<file path="config.mk">
export PLATFORM = sky130hd
export DESIGN_NAME = class_fifo
export DESIGN_NICKNAME = d
export VERILOG_FILES = /design/src/rtl/class_fifo.sv
export SDC_FILE = /design/constraint.sdc
export NUM_CORES = 1
export LEC_CHECK = 0
export CAP_MARGIN = 15
export CORE_MARGIN = 3
export CORE_UTILIZATION = 45
export CTS_BUF_LIST = sky130_fd_sc_hd__clkbuf_4 sky130_fd_sc_hd__clkbuf_8
export CTS_CLUSTER_DIAMETER = 80
export DETAILED_ROUTE_END_ITERATION = 6
export HOLD_SLACK_MARGIN = 0.02
export PLACE_DENSITY = 0.68
export SLEW_MARGIN = 20
export SYNTH_ARGS = -nofsm -noshare
export SYNTH_HDL_FRONTEND = slang
export SYNTH_SLANG_ARGS = --single-unit
</file>
<file path="constraint.sdc">
create_clock -name clk -period 2.61 [get_ports clk]
set_input_delay 0.783 -clock clk [delete_from_list [all_inputs] [get_ports clk]]
set_output_delay 0.783 -clock clk [all_outputs]
set_load 0.005 [all_outputs]
</file>
<file path="src/rtl/class_fifo.sv">
// -----------------------------------------------------------------------------
// class_fifo
// Per-class buffer placed behind one output of the 1:2 class demultiplexer.
// Words are captured on push, kept in arrival order, and returned on pop to the
// downstream arbiter/mux stage. Occupancy is reported as full/empty and as
// almost-full/almost-empty against live thresholds. Dropped pushes and ignored
// pops raise one-cycle error pulses.
//
// Ports
//   clk               rising-edge clock
//   reset             synchronous active-high reset, overrides everything
//   push, data_in     write request and write data
//   pop               read request
//   almost_full_thr   almost-full level (1..DEPTH)
//   almost_empty_thr  almost-empty level (0..DEPTH-1)
//   data_out          registered read data, holds between pops
//   valid_out         one-cycle strobe marking a freshly popped word
//   full, empty, almost_full, almost_empty   occupancy flags from count
//   overflow_err      pulse: push dropped because the FIFO was full
//   underflow_err     pulse: pop ignored because the FIFO was empty
//   count             number of stored entries, 0..DEPTH
// -----------------------------------------------------------------------------
module class_fifo #(
    parameter int DATA_WIDTH = 10,
    parameter int DEPTH      = 8,
    parameter int ADDR_WIDTH = 3
) (
    input  logic                  clk,
    input  logic                  reset,
    input  logic                  push,
    input  logic [DATA_WIDTH-1:0] data_in,
    input  logic                  pop,
    input  logic [ADDR_WIDTH:0]   almost_full_thr,
    input  logic [ADDR_WIDTH:0]   almost_empty_thr,
    output logic [DATA_WIDTH-1:0] data_out,
    output logic                  valid_out,
    output logic                  full,
    output logic                  empty,
    output logic                  almost_full,
    output logic                  almost_empty,
    output logic                  overflow_err,
    output logic                  underflow_err,
    output logic [ADDR_WIDTH:0]   count
);

    localparam logic [ADDR_WIDTH:0]   FULL_CNT = (ADDR_WIDTH + 1)'(DEPTH);
    localparam logic [ADDR_WIDTH:0]   CNT_ONE  = (ADDR_WIDTH + 1)'(1);
    localparam logic [ADDR_WIDTH-1:0] PTR_ONE  = ADDR_WIDTH'(1);

    logic [DATA_WIDTH-1:0] mem_q [DEPTH];
    logic [DATA_WIDTH-1:0] mem_d [DEPTH];
    logic [ADDR_WIDTH-1:0] wr_ptr_q, wr_ptr_d;
    logic [ADDR_WIDTH-1:0] rd_ptr_q, rd_ptr_d;
    logic [ADDR_WIDTH:0]   count_q, count_d;
    logic [DATA_WIDTH-1:0] data_out_q, data_out_d;
    logic                  valid_q, valid_d;
    logic                  ovf_q, ovf_d;
    logic                  udf_q, udf_d;

    logic full_s, empty_s;
    logic push_ok_s, pop_ok_s;

    assign full_s  = (count_q == FULL_CNT);
    assign empty_s = (count_q == {(ADDR_WIDTH + 1){1'b0}});

    // A push is still accepted while full if a pop frees a slot in the same
    // cycle; a pop on an empty FIFO never sees the word being pushed.
    assign push_ok_s = push & (~full_s | pop);
    assign pop_ok_s  = pop & ~empty_s;

    // Next-state for storage: write the accepted word at the write pointer.
    always_comb begin
        mem_d = mem_q;
        if (push_ok_s) begin
            mem_d[wr_ptr_q] = data_in;
        end else begin
            mem_d[wr_ptr_q] = mem_q[wr_ptr_q];
        end
    end

    // Next-state for pointers, count, read data and error pulses.
    always_comb begin
        wr_ptr_d   = wr_ptr_q;
        rd_ptr_d   = rd_ptr_q;
        count_d    = count_q;
        data_out_d = data_out_q;
        valid_d    = 1'b0;
        ovf_d      = push & full_s & ~pop;
        udf_d      = pop & empty_s;

        if (push_ok_s) begin
            wr_ptr_d = wr_ptr_q + PTR_ONE;
        end else begin
            wr_ptr_d = wr_ptr_q;
        end

        if (pop_ok_s) begin
            rd_ptr_d   = rd_ptr_q + PTR_ONE;
            data_out_d = mem_q[rd_ptr_q];
            valid_d    = 1'b1;
        end else begin
            rd_ptr_d   = rd_ptr_q;
            data_out_d = data_out_q;
            valid_d    = 1'b0;
        end

        case ({push_ok_s, pop_ok_s})
            2'b10:   count_d = count_q + CNT_ONE;
            2'b01:   count_d = count_q - CNT_ONE;
            default: count_d = count_q;
        endcase
    end

    // Storage array; contents are left as-is on reset and the write is dropped.
    always_ff @(posedge clk) begin
        if (reset) begin
            mem_q <= mem_q;
        end else begin
            mem_q <= mem_d;
        end
    end

    // Control and output registers with synchronous reset.
    always_ff @(posedge clk) begin
        if (reset) begin
            wr_ptr_q   <= {ADDR_WIDTH{1'b0}};
            rd_ptr_q   <= {ADDR_WIDTH{1'b0}};
            count_q    <= {(ADDR_WIDTH + 1){1'b0}};
            data_out_q <= {DATA_WIDTH{1'b0}};
            valid_q    <= 1'b0;
            ovf_q      <= 1'b0;
            udf_q      <= 1'b0;
        end else begin
            wr_ptr_q   <= wr_ptr_d;
            rd_ptr_q   <= rd_ptr_d;
            count_q    <= count_d;
            data_out_q <= data_out_d;
            valid_q    <= valid_d;
            ovf_q      <= ovf_d;
            udf_q      <= udf_d;
        end
    end

    // Thresholds are live inputs, so the almost flags follow them without delay.
    assign full          = full_s;
    assign empty         = empty_s;
    assign almost_full   = (count_q >= almost_full_thr);
    assign almost_empty  = (count_q <= almost_empty_thr);
    assign data_out      = data_out_q;
    assign valid_out     = valid_q;
    assign overflow_err  = ovf_q;
    assign underflow_err = udf_q;
    assign count         = count_q;

endmodule

</file>
Word-level counts from Yosys, hierarchy flattened --
Index checks and enable logic that the tools add are counted.
Storage, ports and cells: flip-flop bits (word level) 103, input port bits 22, output and inout bits 21, word-level logic and storage cells 54
Cells by class: add/subtract/negate cells 4, $lt $le $gt $ge 5, equality and inequality tests 3, muxes and demuxes 13, bitwise logic cells 11, reductions and logical operators 3
Operator list (number):
- 80-bit bitwise mux | 2
- 80-bit two-way mux | 1
- 10-bit binary-select mux with 3-bit select | 2
- 10-bit two-way mux | 5
- 10-bit demux with 3-bit select | 1
- 4-bit >= comparator (second input constant) | 2
- 3-bit inverter with 4-bit output | 2
- 4-bit one-hot mux with 2 select lines | 1
- 3-bit by 1-bit adder with 3-bit output (second input constant) | 2
- 1-bit AND | 5
- 4-bit by 1-bit adder with 4-bit output (second input constant) | 1
- 4-bit == test (second input constant) | 1
- 4-bit >= comparator | 1
- 4-bit less-or-equal comparator | 1
- 4-bit zero test | 1
- 4-bit by 1-bit less-than comparator with 1-bit output (second input constant) | 1
- 4-bit by 1-bit subtractor with 4-bit output (second input constant) | 1
- 1-bit inverter | 3
- 2-bit by 1-bit == test with 1-bit output (second input constant) | 1
- 2-bit == test (second input constant) | 1
- 2-bit nonzero test | 1
- 1-bit logical AND | 1
- 1-bit two-way mux | 1
- 1-bit OR | 1

Logic depth before layout (Yosys ltp) --
Gate-level depths: netlist of run 1.
depth in word-level cells 7, mapped depth 12, depth with buffers taken out 10

Worst setup path after synthesis of run 1 --
OpenSTA, ideal clock, no wires.
path type flip-flop to flip-flop, from register count_q[1], in the netlist count[1], to register count_q[2], in the netlist count[2], setup time 0.059 ns, arrival time 2.696 ns, required time 2.551 ns, path slack -0.145 ns, stages on the path, launching flop included 13, buffers on the path 3, period minus slack after synthesis 2.755 ns, cells stage by stage dfxtp_1 -> buf_6 -> or4_1 -> and2_1 -> clkbuf_1 -> buf_2 -> ha_1 -> xor2_1 -> ha_1 -> a21oi_1 -> xor2_1 -> or4_1 -> nand2_1
Between the ends: word-level cells in the longest chain between the ends 6, elaborated cells between the ends (all ways) 13, those cells by class add/sub: 2; eq/ne: 3; mux: 1; bitwise: 5; reduce/logical: 2
RTL lines:
- start, declared | line 54 | logic [ADDR_WIDTH:0] count_q, count_d;
- start signal, assigned | line 128 | count_q <= {(ADDR_WIDTH + 1){1'b0}};
- start signal, assigned | line 136 | count_q <= count_d;
- 4-bit == test | line 63 | assign full_s = (count_q == FULL_CNT);
- 1-bit inverter | line 68 | assign push_ok_s = push & (~full_s | pop);
- 1-bit OR | line 68
- 1-bit AND | line 68
- 2-bit by 1-bit == test with 1-bit output or 2-bit == test (tied branches) | line 107 | case ({push_ok_s, pop_ok_s})
- 4-bit one-hot mux with 2 select lines or 2-bit nonzero test (tied branches)
Parallel ways exist; a longest one is shown, timed or not. A chain may end at the register's enable or synchronous reset.

Worst setup path after layout of run 1 --
from input almost_empty_thr[1], to output almost_empty
Between the ends: word-level cells in the longest chain between the ends 1
RTL lines:
- start, declared | line 34 | input logic [ADDR_WIDTH:0] almost_empty_thr,
- 4-bit less-or-equal comparator | line 148 | assign almost_empty = (count_q <= almost_empty_thr);
- end, declared | line 40 | output logic almost_empty,
No other way between the ends.

==> results of run 1 <==
## cell families (layout without fill, tap and decap cells)
| logic type | count (synthesis) | count (layout) | synth area share [%] |
|---|---|---|---|
| AND/OR/NAND/NOR | 161 | 161 | 12.9 |
| XOR/XNOR | 7 | 7 | 1.13 |
| multiplexers | 65 | 65 | 18.1 |
| AO/OA/AOI/OAI | 55 | 55 | 8.33 |
| buffers and inverters | 45 | 124 | 3.84 |
| adder cells (fa/ha/maj) | 12 | 12 | 2.78 |
| flip-flops | 103 | 103 | 53.0 |
## power groups by stage
stage	sequential (mW)	combinational, mW	clock (mW)
4_1_cts	2.03	1.93	1.09
6_report	2.04	1.96	1.08
3_5_place_dp	2.07	1.90	0
2_1_floorplan	2.08	1.19	0
3_3_place_gp	2.06	1.86	0
5_1_grt	2.06	2.15	1.17
## through the flow
stage	setup WS, ns	power, mW	std cells	instance area (um2)	setup TNS [ns]
6_report	0.0599	5.08	670	6550	0
5_1_grt	-0.0160	5.37	670	6550	-0.0160
4_1_cts	0.00251	5.06	670	6510	0
3_5_place_dp	-0.867	3.97	653	6270	-5.04
3_3_place_gp	-0.822	3.92	653	6270	-3.39
2_1_floorplan	0.0166	3.27	448	5430	0
## flip-flops by register name (all words and copies together), names as in the netlist
signal	flops
mem_q	80
overflow_err	1
rd_ptr_q	3
valid_out	1
count	4
data_out	10
wr_ptr_q	3
underflow_err	1
## cell type report
| type | count | area [um2] |
|---|---|---|
| fill | 970 | 5010 |
| tap | 143 | 179 |
| inverter | 14 | 56.3 |
| sequential | 103 | 2870 |
| clock buffer | 9 | 124 |
| clock inverter | 7 | 87.6 |
| multi-input combinational | 300 | 2430 |
| timing repair buffer | 94 | 810 |
## per-layer routing
layer / up-vias / wire, um / GRT usage (%) / share of wire [%]
met5: - / 0 / 0 / 0
met4: 0 / 305 / 8.14 / 2.2
met3: 24 / 972 / 3.60 / 6.9
met2: 147 / 6970 / 36.8 / 50
met1: 1905 / 5740 / 29.0 / 41
li1: 1789 / - / - / -
## cells in the final DEF (no fill, tap or decap), types with 3 or more instances in the layout
master,count
a22oi_1,5
xnor2_1,3
dlygate4sd2_1,5
nand2_1,19
nand2b_1,9
o22ai_1,4
nor2b_1,7
mux4_2,25
inv_1,8
dfxtp_1,21
ha_1,6
nor2_1,108
ha_4,5
inv_2,3
buf_4,50
xor2_1,4
clkinv_1,3
clkbuf_8,9
nand3_1,4
mux2_2,10
clkdlybuf4s50_1,30
buf_2,3
o21ai_2,6
edfxtp_1,80
o21ai_0,3
a21oi_1,4
mux2i_1,30
a211oi_1,10
o211ai_1,3
o22ai_2,3
## worst max-delay path, delay by kind of cell
family | cells | cell delay, ns
AO/OA/AOI/OAI | 3 | 0.31
adder cells (fa/ha/maj) | 1 | 0.25
buffers and inverters | 3 | 0.23
AND/OR/NAND/NOR | 2 | 0.19
## worst max-delay path by stage
stage / start / endpoint / slack, ns
3_5_place_dp: almost_empty_thr[1] / almost_empty / -0.87
5_1_grt: almost_empty_thr[1] / almost_empty / -0.02
6_report: almost_empty_thr[1] / almost_empty / 0.06
3_3_place_gp: almost_empty_thr[1] / almost_empty / -0.82
4_1_cts: almost_full_thr[3] / almost_full / 0.003
2_1_floorplan: count[1] / count[2] / 0.02
## repair_timing
item	in CTS	in global routing
pin swaps	11	5
setup buffers	1	0
endpoints found under the setup margin	4	2
gates resized for setup	34	11
==> results by group, run 1 <==
Status
  – Status: complete, no violations

Synthesis
  – Syn_nets: 482
  – Mapped Area: 5410 um2
  – Top-count cell post-synth: nor2_1
  – Ys async rst share: 0%
  – Sequential element share of the synthesized area: 53.0%
  – Cell variety after synth: 50
  – Ys flop type: edfxtp_1
  – Post-synth top area share: 44.4%
  – Post-synth EDFFs: 80
  – Cells after synthesis: 448
  – Cell taking the most area after synthesis: edfxtp_1
  – Post-synthesis register bit count: 103
  – Top post-synthesis cells by area: edfxtp_1 (44%), mux4_2 (10%), dfxtp_1 (8.5%)
  – Ys Warns: 0
  – Syn avg cell area: 12.1 um2
  – Commonest cells post-synth: nor2_1 (108), edfxtp_1 (80), mux2i_1 (30)

STA
  – WHS: 0.508 ns
  – Slew Viols, Final: 0
  – Endpoints failing hold: 0
  – Worst-Margin Slew: 0.895 ns
  – Post-layout minimum cycle time: 2.55 ns
  – RSZ-0062 raised after global routing: true
  – Final clock skew: 0.0106 ns
  – Final period util: 97.7%
  – Slew headroom: 40.2%
  – Final setup viols: 0
  – Peak Freq: 392 MHz

Die
  – Vert. Die Dim: 116 um
  – Core Box Area: 11,600 um2
  – Die W: 116 um
  – # rows: 39
  – DIE AREA: 13,400 um2
  – Initial core utilization: 46.7%
  – IO Pins: 43

Place
  – DP HPWL: 9560 um
  – Buffers on Ports: 42
  – GPL Wtd Cong: 0.823

Setup path
  – Critical Path RT: 1.83 ns
  – Worst Path Arrival: 1.77 ns
  – Slowest Stage Delay on Critical Path: 0.25 ns
  – R2r worst-path depth: 11
  – Flop2flop setup slack: 0.11 ns
  – R2r startpoint: count[1]
  – CP cell instances: buf_6 -> inv_4 -> ha_4 -> nor2b_4 -> o21ai_2 -> nand2b_1 -> a21oi_1 -> a41o_1 -> buf_2
  – Crit Path Category: in -> out
  – Critical-path top delay cell: ha_4
  – Reg-to-Reg End: count[2]
  – Worst setup SP type: input pin
  – Worst Setup End Kind: primary output
  – Max FO, Critical Path: 2

Pwr
  – NetSw: 1.60 mW
  – P_int: 3.48 mW
  – Gate power share: 38.6%
  – Seq pwr share: 40.1%
  – Leak: 2.36 nW
  – Cell Pwr Density: 775 nW/um2
  – Maximum VDD drop: 0.000332 V
  – Switching share of power: 31.5%
  – Clock share of power: 21.3%

Clocking
  – Clock sink total: 103
  – CTS buffer count: 9
  – H-tree depth: 3
  – Clk slew on worst S/H paths: 0.09 ns
  – CTS tree: yes
  – Clock Tree Root: clkbuf_8
  – Clock network latency to the later pin of the worst-skew pair: 0.37 ns
  – Clock Tree Buf Depth: 2
  – Hold Buf Count CTS: 0

Route
  – Via count: 3,865
  – DRC viols: 0
  – Drt initial violations: 302
  – Avg WL per Cell: 20.9 um
  – Drt pass-1 iters: 5
  – Routed vias/inst: 5.77
  – Routed Antenna Nets: 0
  – Routed wire length: 14,000 um

Cells and area
  – Nets@finish: 556
  – Antenna Cells: 0
  – Synth-to-Final Area Change: 21.2%
  – Layout cells sized above 1: 26.4%
  – Final Core Density: 56.6%

Run
  – MaxCap Viol Count: 0

Global route
  – Number of global-route vias before repair: 3,906
  – GRT Total Usage: 22.0%
  – Largest net degree at the start of global routing: 33
  – Initial antenna violation count: 0
  – Global-route wire length before repair: 21,800 um
  – Gr ovfl total: 0

Hold path
  – HP Start: data_out[6]
  – WHS Path Cells: 2
  – WHS Endpoint: data_out[6]
  – Tightest Hold Check Type: reg -> reg
(Power assumes the default switching activity.)
==> inputs of run 2 (changes only) <==
--- a/config.mk
+++ b/config.mk
@@ -6,7 +6,7 @@
 export NUM_CORES = 1
 export LEC_CHECK = 0
 export CAP_MARGIN = 15
-export CORE_MARGIN = 3
+export CORE_MARGIN = 2
 export CORE_UTILIZATION = 45
 export CTS_BUF_LIST = sky130_fd_sc_hd__clkbuf_4 sky130_fd_sc_hd__clkbuf_8
 export CTS_CLUSTER_DIAMETER = 80
==> results by group, run 2 (same netlist as run 1, synthesis figures left out) <==
Status
  – Status: complete, no violations

Route
  – Routed wire length: 14,300 um
  – Via count: 3,906
  – Avg WL per Cell: 21.3 um
  – Routed Antenna Nets: 0
  – Routed vias/inst: 5.80
  – Drt pass-1 iters: 5
  – Drt initial violations: 352
  – DRC viols: 0

Place
  – DP HPWL: 9720 um
  – GPL Wtd Cong: 0.903
  – Placed Instances: 656
  – Buffers on Ports: 42

Cells and area
  – Final Core Density: 56.0%
  – Register area: 2870 um2
  – Synth-to-Final Area Change: 22.8%
  – Filler Cell Count: 1,012
  – Reg with most FFs: mem_q
  – Antenna Cells: 0
  – Area of the multi-input gates: 2480 um2
  – Max FFs per register: 80
  – Layout cells sized above 1: 28.1%
  – Most frequent cells in the layout: nor2_1 (108), edfxtp_1 (80), buf_4 (49)
  – Finished Layout Cells: 674
  – Commonest non-fill, non-tap cell in the layout: nor2_1
  – Nets@finish: 556

Setup path
  – Critical Path RT: 1.83 ns
  – Worst Setup End Kind: primary output
  – Worst Path Arrival: 1.81 ns
  – Crit Path Category: in -> out
  – Flop2flop setup slack: 0.10 ns
  – Reg-to-Reg End: count[2]
  – R2r worst-path depth: 11
  – Max FO, Critical Path: 2
  – Critical Path Source: almost_empty_thr[2]
  – Worst setup SP type: input pin
  – R2r startpoint: count[0]

STA
  – RSZ-0062 raised after global routing: true
  – Endpoints failing hold: 0
  – Slew headroom: 45.5%
  – Final clock skew: 0.0107 ns
  – Final period util: 99.5%
  – Final setup viols: 0
  – WHS: 0.511 ns
  – Setup TNS: 0 ns
  – Worst-Margin Slew: 0.817 ns
  – Slew Viols, Final: 0
  – Post-layout minimum cycle time: 2.60 ns
  – Peak Freq: 385 MHz

Clocking
  – Hold Buf Count CTS: 0
  – Clock sink total: 103
  – Clock Tree Root: clkbuf_8
  – Clk slew on worst S/H paths: 0.10 ns
  – CTS buffer count: 9
  – Clock Tree Buf Depth: 2
  – CTS tree: yes
  – H-tree depth: 3
  – Clock network latency to the later pin of the worst-skew pair: 0.38 ns

Global route
  – Gr ovfl total: 0
  – Initial antenna violation count: 0
  – Number of global-route vias before repair: 3,976
  – Global-route wire length before repair: 21,900 um
  – Largest net degree at the start of global routing: 33
  – GRT Total Usage: 22.9%

Die
  – # rows: 40
  – IO Pins: 43
  – Core Box Area: 11,900 um2
  – Die W: 114 um
  – Initial core utilization: 45.6%
  – Vert. Die Dim: 114 um
  – DIE AREA: 12,900 um2

Hold path
  – Tightest Hold Check Type: reg -> reg
  – HP Start: data_out[2]
  – WHS Endpoint: data_out[2]
  – WHS Path Cells: 2

Run
  – MaxCap Viol Count: 0

Pwr
  – Cell Pwr Density: 799 nW/um2
  – Leak: 2.39 nW
  – Maximum VDD drop: 0.000321 V
==> run 2: cell type report <==
type	count	area share, %
sequential	103	43.2
inverter	14	0.848
multi-input combinational	300	37.3
clock buffer	10	2.07
tap	147	2.77
timing repair buffer	94	12.2
clock inverter	6	1.62
==> run 2: worst max-delay path by stage <==
stage / to / slack (ns) / cells after the start
2_1_floorplan: count[2] / 0.02 / 12
3_3_place_gp: almost_empty / -0.82 / 9
3_5_place_dp: almost_empty / -0.87 / 9
4_1_cts: count[2] / -0.01 / 12
5_1_grt: almost_empty / -0.01 / 9
6_report: almost_empty / 0.01 / 8
==> run 2: where the power goes <==
part / internal [mW] / switching, mW
Clock: 0.660 / 0.554
Combinational: 1.05 / 0.992
Sequential: 1.94 / 0.104
Total: 3.65 / 1.65
==> run 2: per-stage QoR <==
stage	worst slack [ns]	power [mW]	cell area, um2
2_1_floorplan	0.0166	3.27	5430
3_3_place_gp	-0.819	3.92	6260
3_5_place_dp	-0.869	3.98	6260
4_1_cts	-0.0107	5.27	6600
5_1_grt	-0.00977	5.56	6640
6_report	0.0132	5.30	6640
==> run 2: what timing repair did <==
item                       4_1_cts  5_1_grt
gates resized for setup         45       12
setup buffers                    2        1
pin swaps                       11        7
setup endpoints to repair        4       15
==> run 2: routing by layer <==
metal	global-route usage (%)	wire, um
met4	9.02	397
met3	3.29	1280
met5	0	0
met1	29.7	5710
met2	39.2	6970
==> run 2: critical path, stage by stage <==
cell	delay, ns
clkdlybuf4s15_1	0.18
inv_2	0.05
ha_4	0.26
o21ai_1	0.06
nand2b_1	0.09
a21oi_2	0.06
a41o_1	0.20
buf_2	0.13
==> patch 1, RTL diff (settings of run 2) <==
The parameter `DEPTH` goes from 8 to 4.
--- a/src/rtl/class_fifo.sv
+++ b/src/rtl/class_fifo.sv
@@ -22,7 +22,7 @@
 // -----------------------------------------------------------------------------
 module class_fifo #(
     parameter int DATA_WIDTH = 10,
-    parameter int DEPTH      = 8,
+    parameter int DEPTH      = 4,
     parameter int ADDR_WIDTH = 3
 ) (
     input  logic                  clk,
Behaviour: not the same (Yosys sat finds a counterexample within 10 cycles, from zero or initial values and one cycle with reset high).
==> patch 1 against run 2 <==
- area after synthesis shrank 41%
- total power fell by 29%
- setup slack got worse by 5.8 ps
- wire length decreased by 51%
- die area fell by 39%
- critical endpoint is now almost_full
- sequential cell count shrank 41
- cell area down 36%
- cell count down 36%
==> patch 1: results (changes against run 2) <==
Synth cell types=38 (-24%); Post-synth EDFFs=40 (-50%); number of global-route vias before repair=2166 (-46%); status=finished clean; clock edge transition at the registers on the reported setup and hold paths=70 ps (-30 ps); Peak supply drop=0.420 mV (+31%); CP delay by family, top=compound AO/OA/AOI/OAI gates; DR pass1 iterations=4 (-1); clk_skew=11.5 ps (+0.815 ps); Final nets=371 (-33%); Worst-Margin Slew=573 ps (-244 ps); first-pass GRT wire length=11.0 mm (-50%); max reg flops=40 (-50%); met2 Usage GRT=0.302 (-0.0899); routed len/inst=16.2 um (-24%); Final period util=0.997 (+0.00221); vias per inst=5.19 (-10%); net count after synthesis=300 (-38%); layout cells sized above 1=0.281 (about the same); max incr delay on CP=200 ps (-60 ps); RePlAce Congestion=0.728 (-19%); Syn Inst Count=262 (-42%); DP Wirelength=4.90 mm (-50%); met3 usage=0.0550 (+0.0221); top cells by count, synth=42 x nor2_1, 40 x edfxtp_1, 26 x nand2_1, 22 x dfxtp_1, 17 x mux4_2; total global-route track usage=0.191 (-0.0382); hold slack=454 ps (-57.2 ps); total number of vias=2253 (-42%); sequential share of the synthesized area=0.511 (-0.0185); DR iter-0 viols=83 (-76%); worst skew pair latency=340 ps (-40 ps)
-- patch 1: cell type report --
| class | count | share of cell area |
|---|---|---|
| Inverter | 14 | 0.0129 |
| Clock buffer | 11 | 0.0340 |
| Multi-Input combinational cell | 172 | 0.366 |
| Sequential cell | 62 | 0.387 |
| Tap cell | 96 | 0.0282 |
| Clock inverter | 5 | 0.0194 |
| Timing Repair Buffer | 74 | 0.153 |
-- patch 1: cell families (layout without fill, tap and decap cells) --
| logic type | count (synthesis) | in the layout | share of synthesized area |
|---|---|---|---|
| buffers and inverters | 28 | 104 | 0.0425 |
| XOR/XNOR | 5 | 5 | 0.0136 |
| adder cells (fa/ha/maj) | 16 | 16 | 0.0623 |
| multiplexers | 32 | 32 | 0.181 |
| AND/OR/NAND/NOR | 94 | 94 | 0.136 |
| AO/OA/AOI/OAI | 25 | 25 | 0.0530 |
| flip-flops | 62 | 62 | 0.511 |
-- patch 1: metal layers --
metal | routed length [um] | share of wire
met1 | 3150 | 0.45
met4 | 33 | 0.0047
met2 | 3480 | 0.50
met5 | 0 | 0
met3 | 357 | 0.051
-- patch 1: what timing repair did --
action	4_1_cts	5_1_grt
pin swaps	15	14
setup buffers	2	2
gates resized for setup	28	16
setup endpoints to repair	4	4
-- patch 1: stage by stage --
step	instance area (um^2)	power (uW)
2_1_floorplan	3250	2180
3_3_place_gp	3920	2700
3_5_place_dp	3920	2740
4_1_cts	4170	3700
5_1_grt	4270	3970
6_report	4270	3740
-- patch 1: path summary, 6_finish.rpt --
check / startpoint / to / cells past startpoint
max: almost_full_thr[0] / almost_full / 7
min: data_out[7] / data_out[7] / 2
max reg2reg: count[1] / count[3] / 7
min reg2reg: data_out[7] / data_out[7] / 2
-- patch 1: power by group --
group          switching, uW  total [uW]  internal (uW)  leakage, uW
Combinational            663        1470            804      0.00101
Sequential               102        1320           1220     0.000548
Clock                    378         954            576     0.000117
Total                   1140        3740           2600      0.00167
-- patch 1: worst min-delay path, delay by kind of cell (launching register included) --
family           cells  cell delay, ps
flip-flops           1             310
AO/OA/AOI/OAI        1              50
AND/OR/NAND/NOR      1              50
==> patch 2, RTL diff (settings of run 2) <==
Made on the original files. Make the reset (`reset`) asynchronous in one clocked block. Comments in the files are not updated.
--- a/src/rtl/class_fifo.sv
+++ b/src/rtl/class_fifo.sv
@@ -121,7 +121,7 @@
     end
 
     // Control and output registers with synchronous reset.
-    always_ff @(posedge clk) begin
+    always_ff @(posedge clk or posedge reset) begin
         if (reset) begin
             wr_ptr_q   <= {ADDR_WIDTH{1'b0}};
             rd_ptr_q   <= {ADDR_WIDTH{1'b0}};
Formal check against the unedited RTL: differs if reset is asserted again (counterexample within 4 cycles, from zero or initial values and one cycle with reset high); with reset held inactive, the same outputs for 4 cycles.
==> patch 2 against run 2 <==
- sequential power increased by 24%
- setup slack got worse by 21 ps
- wire length fell by 6.6%
- cell area increased by 2.1%
- combinational power up 80%
- total power rose by 40%
- the flow now finishes with violations (negative setup slack)
- sequential share of layout area up 0.77 points
- area after synthesis grew 1.6%
- sequential cell count did not move
==> patch 2: results (changes against run 2) <==
Post-synth EDFFs=80 (unchanged); total global-route track usage=0.214 (-0.0151); DR pass1 iterations=4 (-1); status=complete, but fails checks; Reg-to-Reg End=mem_q[44]; Peak supply drop=0.434 mV (+35%); fin cells=670 (-0.59%); hold endpoint=data_out[1]; worst slack, placed=-853 ps (+16.0 ps); Final nets=553 (-0.54%); R2R depth=9 (-2); sequential share of the synthesized area=0.542 (+0.0128); Worst-Margin Slew=757 ps (-59.5 ps); CTS resizes=27 (-40%); Syn Area/Cell=12.8 um^2 (+6.3%); DR iter-0 viols=265 (-25%); Synth area leaders=edfxtp_1 44%, mux4_2 12%, dfrtp_1 10%; DP Wirelength=9.38 mm (-3.5%); Placed Instances=652 (-0.61%); hold slack=488 ps (-22.9 ps); first-pass GRT wire length=20.6 mm (-6.2%); Int Power=4770 uW (+31%); R2R setup slack=130 ps (+30 ps); setup TNS=-8.11 ps (-8.11 ps); postcts setup bufs=3 (+1); post-synthesis async set-or-reset flop share=0.223 (+0.223); count of final setup violators=1 (+1); worst min-delay path startpoint=data_out[1]; initial antenna violation count=0 (unchanged); failing checks=negative setup slack; Synth cell types=42 (-16%); clk_skew=10.0 ps (-0.676 ps); min setup slack post-route=-8.11 ps (-21.3 ps); top cells by count, synth=90 x nor2_1, 80 x edfxtp_1, 29 x mux4_2, 24 x inv_1; Filler Cell Count=986 (-2.6%); number of global-route vias before repair=3824 (-3.8%); R2R Path Start=count[0]; net count after synthesis=463 (-3.9%); leakage=0.00267 uW (+11%); worst skew pair latency=380 ps (about the same); Post-DP Area=6470 um^2 (+3.3%); Worst Hold Depth=2 (unchanged); largest net degree at the start of global routing=24 (-27%); RePlAce Congestion=0.836 (-7.4%); vias per inst=5.57 (-3.9%); Arrival @ worst endpoint=1840 ps (+30 ps); Crit. Startpoint=almost_empty_thr[1]; routed len/inst=20.0 um (-6.0%); layout cells sized above 1=0.310 (+0.0289)
-- patch 2: cell types whose count changed after synthesis, sizes merged, moves of 6 or more --
cell / run 2 / this run
dfxtp: 23 / 0
dfrtp: 0 / 23
mux2i: 30 / 21
nor2: 108 / 90
nand2b: 10 / 4
inv: 12 / 24
mux2: 10 / 23
a211oi: 10 / 0
-- patch 2: routing by layer --
layer	wire, um	share of wire	GRT usage	vias up
met4	254	0.019	0.0821	0
met2	6840	0.51	0.368	121
met5	0	0	0	-
met1	5380	0.40	0.268	1857
met3	924	0.069	0.0413	25
li1	-	-	-	1728
-- patch 2: kinds of logic after synthesis --
group,share of synthesized area
AND/OR/NAND/NOR,0.112
AO/OA/AOI/OAI,0.0574
buffers and inverters,0.0385
XOR/XNOR,0.0144
adder cells (fa/ha/maj),0.0296
flip-flops,0.542
multiplexers,0.206
-- patch 2: power by group through the flow --
stage	registers [uW]	clock network, uW	logic (uW)
2_1_floorplan	2440	0	2320
3_3_place_gp	2560	0	3550
3_5_place_dp	2580	0	3640
4_1_cts	2540	1230	3690
5_1_grt	2590	1280	3990
6_report	2550	1220	3670
-- patch 2: worst max-delay path: stages --
cell	delay (ps)
buf_6	100
inv_4	40
ha_4	190
nor2b_1	130
o21a_1	170
o21a_1	180
o21ai_1	120
buf_2	130
-- patch 2: final cells by class --
| type | instances | area [um^2] | area share |
|---|---|---|---|
| timing repair buffer | 107 | 892 | 0.132 |
| multi-input combinational | 272 | 2380 | 0.351 |
| clock inverter | 5 | 106 | 0.0157 |
| sequential | 103 | 2980 | 0.439 |
| inverter | 25 | 101 | 0.0150 |
| tap | 147 | 184 | 0.0271 |
| clock buffer | 11 | 139 | 0.0205 |
